[src/rtl/dac_playback_pkg.sv]
// Shared encodings and helpers for the DAC BRAM playback block.
package dac_playback_pkg;

  localparam logic [1:0] MODE_LOOP    = 2'd0;
  localparam logic [1:0] MODE_ONESHOT = 2'd1;
  localparam logic [1:0] MODE_NLOOP   = 2'd2;

  typedef enum logic [1:0] {
    ST_IDLE  = 2'd0,
    ST_RUN   = 2'd1,
    ST_DRAIN = 2'd2
  } state_e;

  function automatic int unsigned bytes_per_word(input int unsigned dwidth);
    return dwidth / 8;
  endfunction

endpackage

[src/rtl/dac_bram_playback_if.sv]
// AXI-Stream channel carrying playback words towards the DAC.
interface dac_bram_playback_if #(
  parameter int DWIDTH = 64
);
  logic [DWIDTH-1:0] axis_tdata;
  logic              axis_tvalid;
  logic              axis_tready;

  modport master (output axis_tdata, output axis_tvalid, input axis_tready);
  modport slave  (input axis_tdata, input axis_tvalid, output axis_tready);
endinterface

[src/rtl/dac_bram_playback_fifo.sv]
// Synchronous output FIFO; flush empties it in one cycle, storage is not reset.
module playback_fifo #(
  parameter int DWIDTH     = 64,
  parameter int FIFO_DEPTH = 8
) (
  input  logic                          clk,
  input  logic                          rst,
  input  logic                          push,
  input  logic                          pop,
  input  logic                          flush,
  input  logic [DWIDTH-1:0]             din,
  output logic [DWIDTH-1:0]             dout,
  output logic [$clog2(FIFO_DEPTH):0]   count,
  output logic                          empty
);
  localparam int AW = $clog2(FIFO_DEPTH);

  logic [DWIDTH-1:0] mem_q [FIFO_DEPTH];
  logic [AW:0]       wr_q;
  logic [AW:0]       rd_q;

  always_ff @(posedge clk) begin
    if (rst || flush) begin
      wr_q <= '0;
      rd_q <= '0;
    end else begin
      if (push)
        wr_q <= wr_q + (AW+1)'(1);
      if (pop && !empty)
        rd_q <= rd_q + (AW+1)'(1);
    end
  end

  always_ff @(posedge clk) begin
    if (push)
      mem_q[wr_q[AW-1:0]] <= din;
  end

  assign count = wr_q - rd_q;
  assign empty = (wr_q == rd_q);
  assign dout  = mem_q[rd_q[AW-1:0]];

endmodule

[src/rtl/dac_bram_playback.sv]
// Plays a BRAM word window out as AXI-Stream with back-pressure; reads are
// credit-limited so every issued read always has a FIFO slot when it returns.
module dac_bram_playback
  import dac_playback_pkg::*;
#(
  parameter int DWIDTH     = 64,
  parameter int RD_LATENCY = 2,
  parameter int FIFO_DEPTH = 8,
  parameter int LOOP_W     = 16
) (
  input  logic                  axis_clk,
  input  logic                  axis_rst,
  output logic                  portA_clk,
  output logic                  portA_rst,
  output logic                  portA_en,
  output logic [31:0]           portAcpu_addr,
  output logic [DWIDTH/8-1:0]   portA_we,
  output logic [DWIDTH-1:0]     portA_cpu_wdata,
  input  logic [DWIDTH-1:0]     portA_cpu_rdata,
  dac_bram_playback_if.master   axis,
  input  logic [31:0]           start_addr,
  input  logic [31:0]           end_addr,
  input  logic [1:0]            mode,
  input  logic [LOOP_W-1:0]     loop_count,
  input  logic                  start,
  input  logic                  stop,
  output logic                  busy,
  output logic                  done,
  output logic                  cfg_err
);
  localparam int unsigned BPW   = bytes_per_word(DWIDTH);
  localparam logic [31:0] STEP  = 32'(BPW);
  localparam int          CNT_W = $clog2(FIFO_DEPTH) + 1;
  localparam int          OCC_W = CNT_W + 1;

  state_e                state_q, state_d;
  logic [31:0]           start_q, start_d, end_q, end_d, ptr_q, ptr_d;
  logic [1:0]            mode_q, mode_d;
  logic [LOOP_W-1:0]     pass_q, pass_d;
  logic                  abort_q, abort_d;
  logic                  done_q, done_d;
  logic                  cfg_err_q, cfg_err_d;
  logic [RD_LATENCY-1:0] vld_sr_q;

  logic                  issue, flush, push, pop, fifo_empty;
  logic [CNT_W-1:0]      fifo_count;
  logic [OCC_W-1:0]      inflight, occ;
  logic                  credit_ok, cfg_ok;
  logic [31:0]           iss_addr, win_start, win_end;
  logic [1:0]            win_mode;
  logic [LOOP_W-1:0]     win_pass;
  logic [DWIDTH-1:0]     fifo_dout;

  always_comb begin
    inflight = '0;
    for (int i = 0; i < RD_LATENCY; i++)
      inflight = inflight + OCC_W'(vld_sr_q[i]);
    occ       = OCC_W'(fifo_count) + inflight;
    credit_ok = occ < OCC_W'(FIFO_DEPTH);
  end

  assign cfg_ok = (end_addr >= start_addr) &&
                  ((start_addr % STEP) == 32'd0) &&
                  ((end_addr % STEP) == 32'd0);

  always_comb begin
    state_d   = state_q;
    start_d   = start_q;
    end_d     = end_q;
    mode_d    = mode_q;
    pass_d    = pass_q;
    ptr_d     = ptr_q;
    abort_d   = abort_q;
    cfg_err_d = cfg_err_q;
    done_d    = 1'b0;
    issue     = 1'b0;
    flush     = 1'b0;
    win_start = start_q;
    win_end   = end_q;
    win_mode  = mode_q;
    win_pass  = pass_q;
    iss_addr  = ptr_q;

    unique case (state_q)
      ST_IDLE: begin
        if (start && !stop) begin
          if (cfg_ok) begin
            // The first read goes out in the acceptance cycle itself.
            win_start = start_addr;
            win_end   = end_addr;
            win_mode  = mode;
            win_pass  = (loop_count == '0) ? LOOP_W'(1) : loop_count;
            start_d   = start_addr;
            end_d     = end_addr;
            mode_d    = mode;
            pass_d    = win_pass;
            iss_addr  = start_addr;
            issue     = 1'b1;
            abort_d   = 1'b0;
            cfg_err_d = 1'b0;
            state_d   = ST_RUN;
          end else begin
            cfg_err_d = 1'b1;
          end
        end
      end
      ST_RUN: begin
        if (stop) begin
          flush   = 1'b1;
          abort_d = 1'b1;
          state_d = ST_DRAIN;
        end else if (credit_ok) begin
          issue = 1'b1;
        end
      end
      ST_DRAIN: begin
        if (stop) begin
          flush   = 1'b1;
          abort_d = 1'b1;
        end
        if (inflight == '0 && (fifo_empty || stop)) begin
          state_d = ST_IDLE;
          done_d  = !stop && !abort_q;
        end
      end
      default: state_d = ST_IDLE;
    endcase

    if (issue) begin
      ptr_d = iss_addr + STEP;
      if (iss_addr == win_end) begin
        ptr_d = win_start;
        if (win_mode == MODE_NLOOP && win_pass > LOOP_W'(1))
          pass_d = win_pass - LOOP_W'(1);
        else if (win_mode != MODE_LOOP)
          state_d = ST_DRAIN;
      end
    end
  end

  // Returns of reads issued before an abort are dropped on arrival.
  assign push = vld_sr_q[RD_LATENCY-1] && !abort_q && !flush;
  assign pop  = axis.axis_tvalid && axis.axis_tready;

  always_ff @(posedge axis_clk) begin
    if (axis_rst) begin
      state_q   <= ST_IDLE;
      abort_q   <= 1'b0;
      done_q    <= 1'b0;
      cfg_err_q <= 1'b0;
      vld_sr_q  <= '0;
    end else begin
      state_q     <= state_d;
      abort_q     <= abort_d;
      done_q      <= done_d;
      cfg_err_q   <= cfg_err_d;
      vld_sr_q[0] <= issue;
      for (int i = 1; i < RD_LATENCY; i++)
        vld_sr_q[i] <= vld_sr_q[i-1];
    end
  end

  always_ff @(posedge axis_clk) begin
    start_q <= start_d;
    end_q   <= end_d;
    mode_q  <= mode_d;
    pass_q  <= pass_d;
    ptr_q   <= ptr_d;
  end

  playback_fifo #(
    .DWIDTH     (DWIDTH),
    .FIFO_DEPTH (FIFO_DEPTH)
  ) u_fifo (
    .clk   (axis_clk),
    .rst   (axis_rst),
    .push  (push),
    .pop   (pop),
    .flush (flush),
    .din   (portA_cpu_rdata),
    .dout  (fifo_dout),
    .count (fifo_count),
    .empty (fifo_empty)
  );

  assign portA_clk        = axis_clk;
  assign portA_rst        = axis_rst;
  assign portA_en         = issue;
  assign portAcpu_addr    = issue ? iss_addr : 32'd0;
  assign portA_we         = '0;
  assign portA_cpu_wdata  = '0;
  assign axis.axis_tvalid = !fifo_empty;
  assign axis.axis_tdata  = fifo_empty ? '0 : fifo_dout;
  assign busy             = (state_q != ST_IDLE);
  assign done             = done_q;
  assign cfg_err          = cfg_err_q;

endmodule

[src/flat_wrapper.sv]
// flat-port wrapper written by rule: the top's interface ports become plain ports
module dac_bram_playback_flat import dac_playback_pkg::*;
#(
  parameter int DWIDTH     = 64,
  parameter int RD_LATENCY = 2,
  parameter int FIFO_DEPTH = 8,
  parameter int LOOP_W     = 16
)
  (axis_clk, axis_rst, portA_clk, portA_rst, portA_en, portAcpu_addr, portA_we, portA_cpu_wdata, portA_cpu_rdata, start_addr, end_addr, mode, loop_count, start, stop, busy, done, cfg_err, axis_axis_tdata, axis_axis_tvalid, axis_axis_tready);
  dac_bram_playback_if #(.DWIDTH(DWIDTH)) axis_i ();
  input  logic axis_clk;
  input  logic axis_rst;
  output logic portA_clk;
  output logic portA_rst;
  output logic portA_en;
  output logic [31:0] portAcpu_addr;
  output logic [DWIDTH/8-1:0] portA_we;
  output logic [DWIDTH-1:0] portA_cpu_wdata;
  input  logic [DWIDTH-1:0] portA_cpu_rdata;
  input  logic [31:0] start_addr;
  input  logic [31:0] end_addr;
  input  logic [1:0] mode;
  input  logic [LOOP_W-1:0] loop_count;
  input  logic start;
  input  logic stop;
  output logic busy;
  output logic done;
  output logic cfg_err;
  output wire logic [$bits(axis_i.axis_tdata)-1:0] axis_axis_tdata;
  output wire logic [$bits(axis_i.axis_tvalid)-1:0] axis_axis_tvalid;
  input wire logic [$bits(axis_i.axis_tready)-1:0] axis_axis_tready;
  assign axis_axis_tdata = axis_i.axis_tdata;
  assign axis_axis_tvalid = axis_i.axis_tvalid;
  assign axis_i.axis_tready = axis_axis_tready;
  dac_bram_playback #(.DWIDTH(DWIDTH), .RD_LATENCY(RD_LATENCY), .FIFO_DEPTH(FIFO_DEPTH), .LOOP_W(LOOP_W)) u_core (.axis_clk(axis_clk), .axis_rst(axis_rst), .portA_clk(portA_clk), .portA_rst(portA_rst), .portA_en(portA_en), .portAcpu_addr(portAcpu_addr), .portA_we(portA_we), .portA_cpu_wdata(portA_cpu_wdata), .portA_cpu_rdata(portA_cpu_rdata), .axis(axis_i), .start_addr(start_addr), .end_addr(end_addr), .mode(mode), .loop_count(loop_count), .start(start), .stop(stop), .busy(busy), .done(done), .cfg_err(cfg_err));
endmodule
[config.mk]
export PLATFORM = sky130hd
export DESIGN_NAME = dac_bram_playback_flat
export DESIGN_NICKNAME = d
export VERILOG_FILES = /design/src/rtl/dac_playback_pkg.sv /design/src/rtl/dac_bram_playback_if.sv /design/src/rtl/dac_bram_playback_fifo.sv /design/src/rtl/dac_bram_playback.sv /design/src/flat_wrapper.sv
export SDC_FILE = /design/constraint.sdc
export NUM_CORES = 1
export LEC_CHECK = 0
export CAP_MARGIN = 20
export CORE_MARGIN = 1
export CORE_UTILIZATION = 60
export CTS_BUF_LIST = sky130_fd_sc_hd__clkbuf_4 sky130_fd_sc_hd__clkbuf_8
export DETAILED_ROUTE_END_ITERATION = 10
export GPL_ROUTABILITY_DRIVEN = 0
export PLACE_DENSITY = 0.9
export SLEW_MARGIN = 30
export SYNTH_ARGS = -nofsm -noshare
export SYNTH_HDL_FRONTEND = slang
export SYNTH_SLANG_ARGS = --single-unit
[constraint.sdc]
create_clock -name axis_clk -period 13.3 [get_ports axis_clk]
set_clock_uncertainty 0.15 [all_clocks]
set_input_delay 2.66 -clock axis_clk [delete_from_list [all_inputs] [get_ports axis_clk]]
set_output_delay 2.66 -clock axis_clk [all_outputs]
set_load 0.05 [all_outputs]
# Word level (Yosys, flattened, before mapping)
# Memory sizes are Yosys's and may differ from the RTL's. A register that Yosys moved wholly into a read port is not among the register bits.
# Index checks and enable logic that the tools add are counted.
# word_totals
register_bits	129
ram_bits	512
input_bits	151
out_inout_bits	175
elab_cells	108
memories	1
# op_classes
addsub	7
magnitude_cmp	3
n_eq_ne	8
mux	47
n_bitwise	2
reduce_logical	28
# mem_list
name	words	width	read_ports	rd_clocked_by_memory_dff	write_ports	line_no	text
u_core.u_fifo.mem_q	8	64	1	1	1	dac_bram_playback_fifo.sv:18	logic [DWIDTH-1:0] mem_q [FIFO_DEPTH];
# op_table
cell	count
2-to-1 mux 32 bit	11
2-to-1 mux 16 bit	7
logical NOT 32 bit	2
2-to-1 mux 64 bit	1
adder 32 x 4 -> 32 bit (second input constant)	1
== test 32 bit	1
greater-or-equal comparator 32 bit	1
2-to-1 mux 2 bit	11
> comparator 16 x 1 -> 1 bit (second input constant)	1
logical NOT 16 bit	1
subtractor 16 x 1 -> 16 bit (second input constant)	1
2-to-1 mux 1 bit	12
logical AND 1 bit	10
adder 4 x 1 -> 4 bit (second input constant)	2
2-to-1 mux 3 bit	2
!= test 2 x 1 -> 1 bit (second input constant)	3
case mux 2 bit (3 select lines)	1
nonzero test 2 bit	3
adder 4 x 5 -> 5 bit	1
logical NOT 5 bit	1
< comparator 5 x 4 -> 1 bit (second input constant)	1
== test 2 bit (second input constant)	2
== test 4 bit	1
logical NOT 1 bit	4
other kinds (11)	14

# Logic depth before layout (Yosys ltp)
# logic_depth
depth_word	11
mapped_depth	23

# Cells and area by module
# Synthesis repeated with hierarchy kept, for this count alone.
# unflattened
hier_cells	2000
hier_area_um2	28881.4
# by_module_without_submodules
module	instances	cells_each	area_per_inst_um2	seq_area_each_um2
playback_fifo	1	809	19790.2	15595.0
dac_bram_playback	1	1191	9091.2	2742.6

==> results.tsv <==
metric	value	unit
post_cts_resized	0	
drc	0	
syn_area_per_cell	14.4	sq um
grt_pass1_vias	18800	
yosysWarnings	0	
core	0.0470	sq mm
fillers	2805	
rsz0062_at_grt	false	
start_util	61.3	%
cpLargestDelayFamily	buffers and inverters	
postSynthCellCount	1992	
p_total	0.00412	W
p_sw	0.000942	W
p_int	0.00318	W
grt_antenna_before_repair	7	
met3_usage	7.69	%
drt_iter0_drc	2142	
yosysTopAreaCellShare	56.8	%
ys_ff_latch	644	
synth_ff_type	edfxtp_1	
whs_endpoint	u_core.end_q[3]	
layout.nets	2476	
die_h	221	microns
drv_cap	0	
grt_use_met2	50.0	%
syn_area	0.0288	sq mm
synth_edf_count	544	
die_width	221	microns
dpl.cell_count	2780	
grt_usage	30.1	%
tns	0	ns
gr-usage-met1	36.9	%
status	complete, no violations	
synth_area_leaders	edfxtp_1 57%, mux4_2 10%, dfxtp_1 7.0%	
path_clk_slew	0.06	ns
port_buffers	253	
rr_endpoint	u_core.pass_q[9]	
fp.dieArea	0.0488	sq mm
crit_fanout	2	
cp_data_required_time	10.49	ns
hold_buffers	0	
synth_most_common_cell	edfxtp_1	
wl_per_cell	24.7	microns
slowest_stage	clkdlybuf4s50_1	
cp-start-kind	clock port	
rows	79	
synth_cell_types	79	
p_clk_share	41.3	%
cp.arrival	7.56	ns
grt_max_degree	65	
hold_violations	0	
synth.largest_area_cell	edfxtp_1	
place_area	0.0316	sq mm
globalRoute.busiestLayer	met2	
synth_common_cells	544 x edfxtp_1, 234 x nand2_1, 129 x nor2_1, 128 x mux4_2, 100 x dfxtp_1	
tightest_slew	1.02	ns
r2r_start	u_core.state_q[1]	
worstPathCellList	clkbuf_8 -> clkbuf_8 -> clkdlybuf4s50_1	
gr-total-overflow	0	
hpwlAfterDp	44200	microns
hold_path_class	reg2reg	
crit_start	axis_clk	
power.density	122	mW/mm^2
io_pins	326	
drive_above_1_share	15.8	%
setup_slack	2.93	ns
drt-pass1-iter-count	7	
comb_power_share	5.2	%
whs_path_depth	2	
p_leak	11.6	nW
endpoint_kind	output port	
post_cts_buffers	0	
worst_ir_drop_vdd	0.131	mV
stdcell_count	2969	
routed_wirelength	73300	microns
setup_viol	0	
clk-insertion-delay-late	0.80	ns
cts_tree	built	
slew_headroom	31.2	%
crit_top_cell	clkbuf_8	
r2r_cells	18	
ant_nets	0	
netSwitchingFraction	22.9	%
reg2reg_slack	7.89	ns
ys_async_sr_fraction	0	%
place_ws	3.17	ns
seq_area_frac_synth	63.8	%
cpPeakStageDelay	0.68	ns
vias	18600	
path_buf_inv	3	
hp-start	u_core.end_q[3]	
path_class	clk2out	
grt_first_pass_wirelength	110000	microns
fin_area	0.0337	sq mm
seq_power_share	53.5	%
final_max_slew_viol_count	0	
area_delta_synth_final	17.3	%
vias_per_cell	6.25	
cp.depth	3	
through the flow:
stage	hold slack [ns]	util, %
after floorplan	0.266	-
after global placement	0.278	67.3
after detailed placement	0.286	67.4
after CTS	0.300	71.8
after global routing	0.317	71.8
final	0.299	71.8
how the worst max path moves through the flow:
stage | to | slack, ns
2_1_floorplan | portA_clk | 3.67
3_3_place_gp | portA_clk | 3.17
3_5_place_dp | portA_clk | 3.17
4_1_cts | portA_clk | 2.93
5_1_grt | portA_clk | 2.92
6_report | portA_clk | 2.93
worst min-delay path, delay by kind of cell, from the launching register on:
family | cells | cell delay [ns]
flops | 1 | 0.32
simple gates | 2 | 0.09
kinds of logic (layout without fill, tap and decap cells):
family	after synthesis	in the layout	synth area share (%)
simple gates	552	552	8.96
mux	224	224	13.5
other cells	1	75	0.0130
flops	644	644	63.8
compound gates	184	184	3.95
buf+inv	222	518	4.13
xor+xnor	117	117	3.56
fa+ha+maj	48	48	2.11
metal layers:
layer  vias to the layer above  routed length, microns
met5                         -                      52
met4                         8                    3140
met3                       253                    7490
met2                      1237                   36300
met1                      9117                   26300
li1                       7938                       -
registers in the layout, summed over array words and instances, names as in the netlist, named ones only:
name,cells
u_core.end_q,32
u_core.mode_q,2
u_core.state_q,2
u_core.u_fifo.wr_q,4
u_core.abort_q,1
u_core.vld_sr_q,2
u_core.ptr_q,32
u_core.pass_q,16
u_core.u_fifo.rd_q,4
u_core.cfg_err,1
u_core.u_fifo.mem_q,512
u_core.start_q,32
u_core.done,1
final cells by class:
type | instances | area, sq um | area share [%]
inverters | 55 | 206 | 0.612
well taps | 607 | 759 | 2.25
clock buffers | 143 | 1770 | 5.25
flip-flops and latches | 644 | 18300 | 54.4
diodes | 3 | 7.51 | 0.0223
clock inverters | 43 | 290 | 0.861
multi-input cells | 1197 | 9590 | 28.4
repair buffers | 277 | 2760 | 8.17
cell usage in the layout (no fill, tap or decap), types with 14 or more instances in the layout:
| cell | netlist | layout |
|---|---|---|
| mux4_2 | 128 | 128 |
| nor4_1 | 17 | 17 |
| xor2_1 | 55 | 55 |
| clkinv_2 | 0 | 20 |
| ha_1 | 47 | 47 |
| inv_1 | 54 | 54 |
| nor2_1 | 129 | 122 |
| nand3_1 | 40 | 40 |
| clkinv_1 | 0 | 14 |
| and3_1 | 17 | 17 |
| dfxtp_1 | 100 | 97 |
| and2_1 | 14 | 14 |
| o21ai_0 | 56 | 56 |
| a21oi_1 | 49 | 49 |
| nand2_1 | 234 | 233 |
| nor3_1 | 24 | 22 |
| edfxtp_1 | 544 | 544 |
| xnor2_1 | 62 | 62 |
| nand4_1 | 25 | 25 |
| clkbuf_8 | 0 | 111 |
| clkdlybuf4s50_1 | 0 | 253 |
| buf_4 | 79 | 18 |
| mux2i_1 | 86 | 86 |
| clkbuf_4 | 0 | 31 |
| conb_1 | 1 | 72 |
power by group through the flow:
stage	Clock (W)	Sequential, W	Combinational [W]
after CTS	0.00172	0.00220	0.000210
after global placement	0.0000173	0.00224	0.000200
final	0.00170	0.00220	0.000215
after floorplan	0.0000162	0.00225	0.000127
after detailed placement	0.0000173	0.00225	0.000207
after global routing	0.00180	0.00220	0.000227
No activity file was read; power rests on OpenSTA's default activity.
